`src/rtl/alu_seq_muldiv.sv`:
```
// Handshaked ALU: 1-cycle logic/arith/shift/compare, iterative radix-2 multiply and (ALU_SEQ_DIV_EN) restoring divide.
// Latency: 1 cycle after accept for single-cycle ops, WIDTH+1 cycles for mult/div.
// Backpressure: result held with out_valid until out_ready; in_ready only while idle.
module alu_seq_muldiv #(
    parameter  int WIDTH = 32,
    localparam int SHW   = $clog2(WIDTH)
) (
    input  logic             clk,
    input  logic             rst_n,
    input  logic             in_valid,
    output logic             in_ready,
    input  logic [4:0]       op,
    input  logic [WIDTH-1:0] a,
    input  logic [WIDTH-1:0] b,
    input  logic [SHW-1:0]   shamt,
    output logic             out_valid,
    input  logic             out_ready,
    output logic [WIDTH-1:0] hi,
    output logic [WIDTH-1:0] lo,
    output logic             zero
);
    localparam int CW = $clog2(WIDTH) + 1;

    typedef enum logic [1:0] {IDLE, BUSY, DONE} state_t;

    state_t             state_q, state_d;
    logic [CW-1:0]      cnt_q, cnt_d;
    logic [WIDTH-1:0]   acc_q, acc_d;
    logic [WIDTH-1:0]   q_q, q_d;
    logic [WIDTH-1:0]   mcand_q, mcand_d;
    logic               neg_q, neg_d;
    logic [WIDTH-1:0]   hi_q, hi_d;
    logic [WIDTH-1:0]   lo_q, lo_d;
    logic               zero_q, zero_d;

    logic [WIDTH-1:0]   alu_lo;
    logic               sgn, is_mul;
    logic [WIDTH-1:0]   abs_a, abs_b;
    logic [WIDTH:0]     mul_sum;
    logic [WIDTH-1:0]   step_acc, step_q;
    logic [2*WIDTH-1:0] prod, prod_s;
    logic [WIDTH-1:0]   fin_hi, fin_lo;

`ifdef ALU_SEQ_DIV_EN
    logic               div_q, div_d;
    logic               rneg_q, rneg_d;
    logic               is_div, b_zero, r_ge;
    logic [WIDTH:0]     r_shift, r_sub;
`endif

    always_comb begin
        alu_lo = '0;
        casez (op)
            5'b00000: alu_lo = a & b;
            5'b00001: alu_lo = a | b;
            5'b00010: alu_lo = ~(a | b);
            5'b00011: alu_lo = a ^ b;
            5'b00100: alu_lo = a + b;
            5'b00101: alu_lo = b - a;
            5'b01000: alu_lo = b << a[SHW-1:0];
            5'b01001: alu_lo = b >> a[SHW-1:0];
            5'b0101?: alu_lo = WIDTH'($signed(b) >>> shamt);
            5'b01100: alu_lo = {{(WIDTH-1){1'b0}}, $signed(a) < $signed(b)};
            5'b01101: alu_lo = {{(WIDTH-1){1'b0}}, a < b};
            default:  alu_lo = '0;
        endcase
    end

    // Signed variants (op[0]==0) work on magnitudes and fix the sign at the end.
    always_comb begin
        sgn    = ~op[0];
        is_mul = (op[4:1] == 4'b0011);
        abs_a  = (sgn && a[WIDTH-1]) ? ('0 - a) : a;
        abs_b  = (sgn && b[WIDTH-1]) ? ('0 - b) : b;
    end

    always_comb begin
        mul_sum  = {1'b0, acc_q} + (q_q[0] ? {1'b0, mcand_q} : {(WIDTH+1){1'b0}});
        step_acc = mul_sum[WIDTH:1];
        step_q   = {mul_sum[0], q_q[WIDTH-1:1]};
        prod     = {step_acc, step_q};
        prod_s   = neg_q ? ('0 - prod) : prod;
        fin_hi   = prod_s[2*WIDTH-1:WIDTH];
        fin_lo   = prod_s[WIDTH-1:0];
`ifdef ALU_SEQ_DIV_EN
        is_div   = (op[4:1] == 4'b1000);
        b_zero   = (b == '0);
        r_shift  = {acc_q, q_q[WIDTH-1]};
        r_ge     = (r_shift >= {1'b0, mcand_q});
        r_sub    = r_shift - {1'b0, mcand_q};
        if (div_q) begin
            step_acc = r_ge ? r_sub[WIDTH-1:0] : r_shift[WIDTH-1:0];
            step_q   = {q_q[WIDTH-2:0], r_ge};
            fin_lo   = neg_q  ? ('0 - step_q)   : step_q;
            fin_hi   = rneg_q ? ('0 - step_acc) : step_acc;
        end
`endif
    end

    always_comb begin
        state_d = state_q;
        cnt_d   = cnt_q;
        acc_d   = acc_q;
        q_d     = q_q;
        mcand_d = mcand_q;
        neg_d   = neg_q;
        hi_d    = hi_q;
        lo_d    = lo_q;
        zero_d  = zero_q;
`ifdef ALU_SEQ_DIV_EN
        div_d   = div_q;
        rneg_d  = rneg_q;
`endif
        case (state_q)
            IDLE: begin
                if (in_valid) begin
                    if (is_mul) begin
                        state_d = BUSY;
                        cnt_d   = CW'(WIDTH);
                        acc_d   = '0;
                        q_d     = abs_a;
                        mcand_d = abs_b;
                        neg_d   = sgn & (a[WIDTH-1] ^ b[WIDTH-1]);
`ifdef ALU_SEQ_DIV_EN
                        div_d   = 1'b0;
                        rneg_d  = 1'b0;
                    end else if (is_div) begin
                        // A zero divisor shifts the raw dividend through: lo=all ones, hi=a.
                        state_d = BUSY;
                        cnt_d   = CW'(WIDTH);
                        acc_d   = '0;
                        q_d     = b_zero ? a : abs_a;
                        mcand_d = abs_b;
                        neg_d   = sgn & ~b_zero & (a[WIDTH-1] ^ b[WIDTH-1]);
                        rneg_d  = sgn & ~b_zero & a[WIDTH-1];
                        div_d   = 1'b1;
`endif
                    end else begin
                        state_d = DONE;
                        hi_d    = '0;
                        lo_d    = alu_lo;
                        zero_d  = (alu_lo == '0);
                    end
                end
            end
            BUSY: begin
                acc_d = step_acc;
                q_d   = step_q;
                cnt_d = cnt_q - CW'(1);
                if (cnt_q == CW'(1)) begin
                    state_d = DONE;
                    hi_d    = fin_hi;
                    lo_d    = fin_lo;
                    zero_d  = (fin_lo == '0);
                end
            end
            DONE: begin
                if (out_ready) state_d = IDLE;
            end
            default: state_d = IDLE;
        endcase
    end

    always_ff @(posedge clk or negedge rst_n) begin
        if (!rst_n) begin
            state_q <= IDLE;
            cnt_q   <= '0;
            acc_q   <= '0;
            q_q     <= '0;
            mcand_q <= '0;
            neg_q   <= 1'b0;
            hi_q    <= '0;
            lo_q    <= '0;
            zero_q  <= 1'b0;
`ifdef ALU_SEQ_DIV_EN
            div_q   <= 1'b0;
            rneg_q  <= 1'b0;
`endif
        end else begin
            state_q <= state_d;
            cnt_q   <= cnt_d;
            acc_q   <= acc_d;
            q_q     <= q_d;
            mcand_q <= mcand_d;
            neg_q   <= neg_d;
            hi_q    <= hi_d;
            lo_q    <= lo_d;
            zero_q  <= zero_d;
`ifdef ALU_SEQ_DIV_EN
            div_q   <= div_d;
            rneg_q  <= rneg_d;
`endif
        end
    end

    assign in_ready  = (state_q == IDLE);
    assign out_valid = (state_q == DONE);
    assign hi        = hi_q;
    assign lo        = lo_q;
    assign zero      = zero_q;

endmodule

```
`config.mk`:
```
export PLATFORM = sky130hd
export DESIGN_NAME = alu_seq_muldiv
export DESIGN_NICKNAME = d
export VERILOG_FILES = /design/src/rtl/alu_seq_muldiv.sv
export SDC_FILE = /design/constraint.sdc
export NUM_CORES = 1
export LEC_CHECK = 0
export CAP_MARGIN = 5
export CORE_MARGIN = 3
export CORE_UTILIZATION = 25
export CTS_CLUSTER_DIAMETER = 50
export CTS_CLUSTER_SIZE = 16
export DETAILED_ROUTE_END_ITERATION = 8
export PLACE_DENSITY = 0.43
export SETUP_SLACK_MARGIN = 0.15
export SLEW_MARGIN = 20
export SYNTH_ARGS = -nofsm -noshare
export SYNTH_HDL_FRONTEND = slang
export SYNTH_SLANG_ARGS = --single-unit
```
`constraint.sdc`:
```
create_clock -name clk -period 9.9 [get_ports clk]
set_clock_uncertainty 0.15 [all_clocks]
set_input_delay 1.98 -clock clk [delete_from_list [all_inputs] [get_ports clk]]
set_output_delay 1.98 -clock clk [all_outputs]
set_load 0.005 [all_outputs]
```
# --- Word-level counts from Yosys, hierarchy flattened ---
# Index checks and enable logic that the tools add are counted.
word_totals:
  word_cells: 89
  out_inout_bits: 67
  inputBits: 78
  register_bits: 170
op_classes:
  n_reduce_logical: 11
  order_cmp: 2
  mux: 31
  eq_ne: 19
  add_sub_neg: 7
  bitwise: 7
  shifts: 3
op_table:
  columns: ["op", "count"]
  rows:
  - ["32-bit two-way mux", 13]
  - ["32-bit one-hot mux with 11 select lines", 1]
  - ["32-bit one-hot mux with 2 select lines", 4]
  - ["32-bit zero test", 2]
  - ["32-bit < comparator", 2]
  - ["64-bit two-way mux", 1]
  - ["1-bit by 32-bit subtractor with 32-bit output (first input constant)", 2]
  - ["1-bit by 64-bit subtractor with 64-bit output (first input constant)", 1]
  - ["32-bit by 32-bit adder with 33-bit output", 1]
  - ["32-bit adder", 1]
  - ["32-bit bitwise AND", 1]
  - ["32-bit inverter", 1]
  - ["32-bit bitwise OR", 1]
  - ["32-bit by 5-bit << shifter with 32-bit output", 1]
  - ["32-bit by 5-bit right shift with 32-bit output", 1]
  - ["32-bit by 5-bit >>> shifter with 32-bit output", 1]
  - ["32-bit subtractor", 1]
  - ["32-bit bitwise XOR", 1]
  - ["5-bit by 4-bit equality test with 1-bit output (second input constant)", 4]
  - ["6-bit two-way mux", 2]
  - ["6-bit one-hot mux with 2 select lines", 1]
  - ["5-bit by 2-bit equality test with 1-bit output (second input constant)", 2]
  - ["5-bit by 3-bit equality test with 1-bit output (second input constant)", 2]
  - ["3-bit AND reduction", 3]
  - ["21 further kinds", 30]

# --- Longest topological paths before layout ---
depth:
  depth_word: 7
  depth_mapped: 18

# --- Worst setup path after synthesis ---
# Ideal clock, no wire load.
synth_path:
  kind: "input-to-reg"
  start: "in a[1]"
  end: "reg zero_q, in the netlist zero"
  path_buffers: 3
  stages: 17
  path_slack_ns: 3.303
  arrival_ns: 6.352
  path_cell_list: "clkbuf_1 inv_2 clkbuf_1 clkbuf_1 ha_1 o21bai_1 nand3_1 a211oi_1 o21ai_1 o41ai_1 a21boi_0 a221o_1 a221oi_1 nand2_1 nor4_1 nand3_1 o31ai_1"
synth_via:
  elab_chain_cells: 7
  elab_cells_between_ends: 15
  cone_classes: "2 x add/sub; 2 x order compare; 2 x shift; 4 x mux; 4 x bitwise; 1 x reduce/logical"
synth_lines:
  columns: ["item", "line", "rtl"]
  rows:
  - ["from (decl)", "13", "input logic [WIDTH-1:0] a,"]
  - ["parallel branches: the longest is 2 deep, another holds 32-bit subtractor", null, null]
  - ["32-bit one-hot mux with 11 select lines *", "53", "casez (op)"]
  - ["32-bit zero test *", "142", "zero_d = (alu_lo == '0);"]
  - ["1-bit two-way mux *", "117", "if (is_mul) begin"]
  - ["1-bit two-way mux *", "116", "if (in_valid) begin"]
  - ["1-bit one-hot mux with 2 select lines *", "114", "case (state_q)"]
  - ["to (signal assigned)", "188", "zero_q <= zero_d;"]
  - ["to (decl)", "34", "logic zero_q, zero_d;"]
# Mark *: on every way between the ends. The select of a mux whose other input is x is not followed.
# A chain may end at the register's enable or synchronous reset.

# --- Worst setup path after layout ---
layout_path:
  start: "in a[4]"
  end: "reg zero_q, in the netlist zero"
# Same word-level chain as after synthesis.

==> impl_metrics.toml <==
[hold_path]
worstHoldStart = "mcand_q[25]"
hold_depth = 2
whs_endpoint = "mcand_q[25]"
hp-class = "flop to flop"

[cts]
cts_buffers = 17
root_buffer = "clkbuf_16"
cts_tree = "yes"
cts_hold_buf = 0
post_cts_buffers = 0
htreeDepth = 4
clkTransAtPathRegs_ns = 0.09
post_cts_resized = 0
clock_latency_ns = 0.47
ctsLongestPathBuffers = 2
cts.sink_count = 170

[critical_path]
r2r_start = "q_q[0]"
r2r_end = "hi[31]"
criticalPathCategory = "input port to flop"
required_ns = 10.13
r2r_slack_ns = 3.99
arrival_ns = 8.19
end_kind = "flop"
reg2reg_depth = 16
crit_path_start_kind = "input port"
worstPathMaxFanout = 23

[timing]
max_freq_mhz = 126
finalWorstSetupSlack_ns = 1.94
period_needed_ns = 7.96
max_slew_margin_pct = 17.2
rsz0062_at_grt = "false"
slew_violations = 0
setup_viol = 0
worst_pin_slew_ns = 1.23
fin_tns_setup_ns = 0
fin_crit_sh_pct = 80.4
finalHoldViolCount = 0
whs_ns = 0.322

[logic_synthesis]
synth.avg_cell_area_sq_um = 7.75
synth_edf_count = 0
synth_most_common_cell = "nand2_1"
syn_inst = 3135
synth_cell_types = 90
synthFlopType = "dfrtp_1"
synthArstFlopShare_pct = 100
synth-seq-area-share_pct = 17.5
synthTopCellsByArea = "dfrtp_1 18%, ha_1 9.1%, mux4_2 6.9%, o21ai_0 4.9%, a21oi_1 4.7%"
synth_top_area_share_pct = 17.5
synth_seq_cells = 170
ys_top_cells_by_count = "302 x nand2_1, 237 x o21ai_0, 236 x nor2_1"
yosysTopAreaCell = "dfrtp_1"
syn_area_sq_um = 24300
yosys_warnings = 0
syn-num-nets = 3393

[placement]
port_buffers = 144
dp_hpwl_microns = 103000
gp_congestion = 1.10
dp_slack_ns = 1.70

[routing]
ant_nets = 0
dr.pass1.iters = 6
drt_iter0_markers = 2894
via_per_inst = 5.98
drt_wl_total_microns = 130000
wl_per_cell_microns = 29.6
num_vias = 26336
drc_errors = 0

[die]
core_sq_um = 95700
die_area_sq_um = 101000
io_pins = 145
initial_core_util_pct = 25.4
die_width_microns = 318
rows = 113
die_h_microns = 318

[power_and_ir_drop]
power_mw = 3.87
power_density_nw_per_um2 = 140
peakVddDrop_mv = 0.109
p_clk_share_pct = 18.3
seq_power_share_pct = 27.2
p_switching_mw = 1.84
total_leakage_power_nw = 11.0
swShare_pct = 47.4
internal-power_mw = 2.03
pwr-share-comb_pct = 54.5

[finish]
drive_gt1_share_pct = 9.41
area_growth_pct = 13.6
finalNetCount = 3381
fill_cells = 10449

[run_status]
status = "complete, no violations"

[global_route]
grt_overflow_total = 0
track_usage_pct = 24.8
grt_pass1_wl_microns = 187000
grt_max_degree = 94
antenna_found_initial = 10
grt_pass1_vias = 25317

[flow_run]
drv_cap = 0
metrics by stage:
step                      std cells  utilization [%]  cell area, sq um
final                          4407             28.8             27600
after global routing           4401             28.8             27600
after CTS                      4401             28.8             27600
after detailed placement       4369             28.2             27000
after global placement         4369             28.2             27000
after floorplan                3135                -             24300
worst max-delay path: stages:
cell and delay, ns:
clkdlybuf4s50_1 0.46, buf_4 0.31, clkinv_1 0.47, ha_1 0.60
nor2_1 0.31, nand3_1 0.21, a211oi_1 0.67, o21ai_1 0.17
buf_4 0.20, o41ai_1 0.88, a21boi_0 0.33, a221o_1 0.42
a221oi_1 0.50, nand2_1 0.10, nor4_1 0.19, nand3_1 0.13
o31ai_1 0.24
cells by family after synthesis:
kind of cell | Yosys count | share of synthesized area (%)
compound gates | 1062 | 29.1
simple gates | 956 | 19.0
buf+inv | 383 | 5.98
mux | 224 | 13.3
fa+ha+maj | 180 | 9.36
flops | 170 | 17.5
xor+xnor | 160 | 5.77
cell type report:
type | count | area [sq um] | share of cell area, %
clock inverters | 14 | 174 | 0.630
multi-input cells | 2582 | 18600 | 67.5
inverters | 126 | 473 | 1.71
well taps | 1265 | 1580 | 5.73
diodes | 6 | 15.0 | 0.0544
clock buffers | 18 | 429 | 1.55
repair buffers | 226 | 2030 | 7.36
flip-flops and latches | 170 | 4260 | 15.4
flip-flops by register name (all words and copies together) (netlist names):
name	cells
acc_q	32
hi	32
lo	32
mcand_q	32
q_q	32
cnt_q	6
state_q	2
neg_q	1
zero	1
per-layer routing:
| layer | global-route usage (%) | up-vias | share of wire [%] |
|---|---|---|---|
| met5 | 0 | - | 0.0092 |
| met4 | 9.51 | 2 | 4.3 |
| met3 | 3.83 | 254 | 7.7 |
| met2 | 39.6 | 1325 | 45 |
| met1 | 33.5 | 13010 | 43 |
| li1 | - | 11745 | - |
worst max path at each step:
stage               start    to  cells past startpoint
floorplan            a[1]  zero                     17
global placement     a[4]  zero                     17
detailed placement   a[4]  zero                     17
CTS                  a[4]  zero                     17
global route         a[4]  zero                     17
finish               a[4]  zero                     17
layout by cell type, fill, tap and decap left out, types with 34 or more instances in the layout:
cell,netlist,final
a211oi_1,41,41
a21oi_1,227,227
a22o_1,55,55
a31oi_1,34,34
and2_1,47,47
buf_4,0,84
clkdlybuf4s50_1,0,136
dfrtp_1,170,169
ha_1,177,177
inv_1,118,118
mux2_2,50,50
mux2i_1,100,100
mux4_2,74,74
nand2_1,302,300
nand3_1,63,63
nor2_1,236,233
nor3_1,65,64
nor4_1,38,38
o211ai_1,47,47
o21ai_0,237,237
o22ai_1,61,61
o31ai_1,46,46
xnor2_1,126,126
xor2_1,34,34
power by group through the flow:
stage | Sequential [mW] | Combinational, mW | Clock [mW]
detailed placement | 1.07 | 2.08 | 0
CTS | 1.05 | 2.09 | 0.726
finish | 1.05 | 2.11 | 0.708
floorplan | 0.997 | 1.36 | 0
global placement | 1.07 | 2.09 | 0
global route | 1.08 | 2.29 | 0.752
Note: power is estimated with default switching activity, not from simulation.
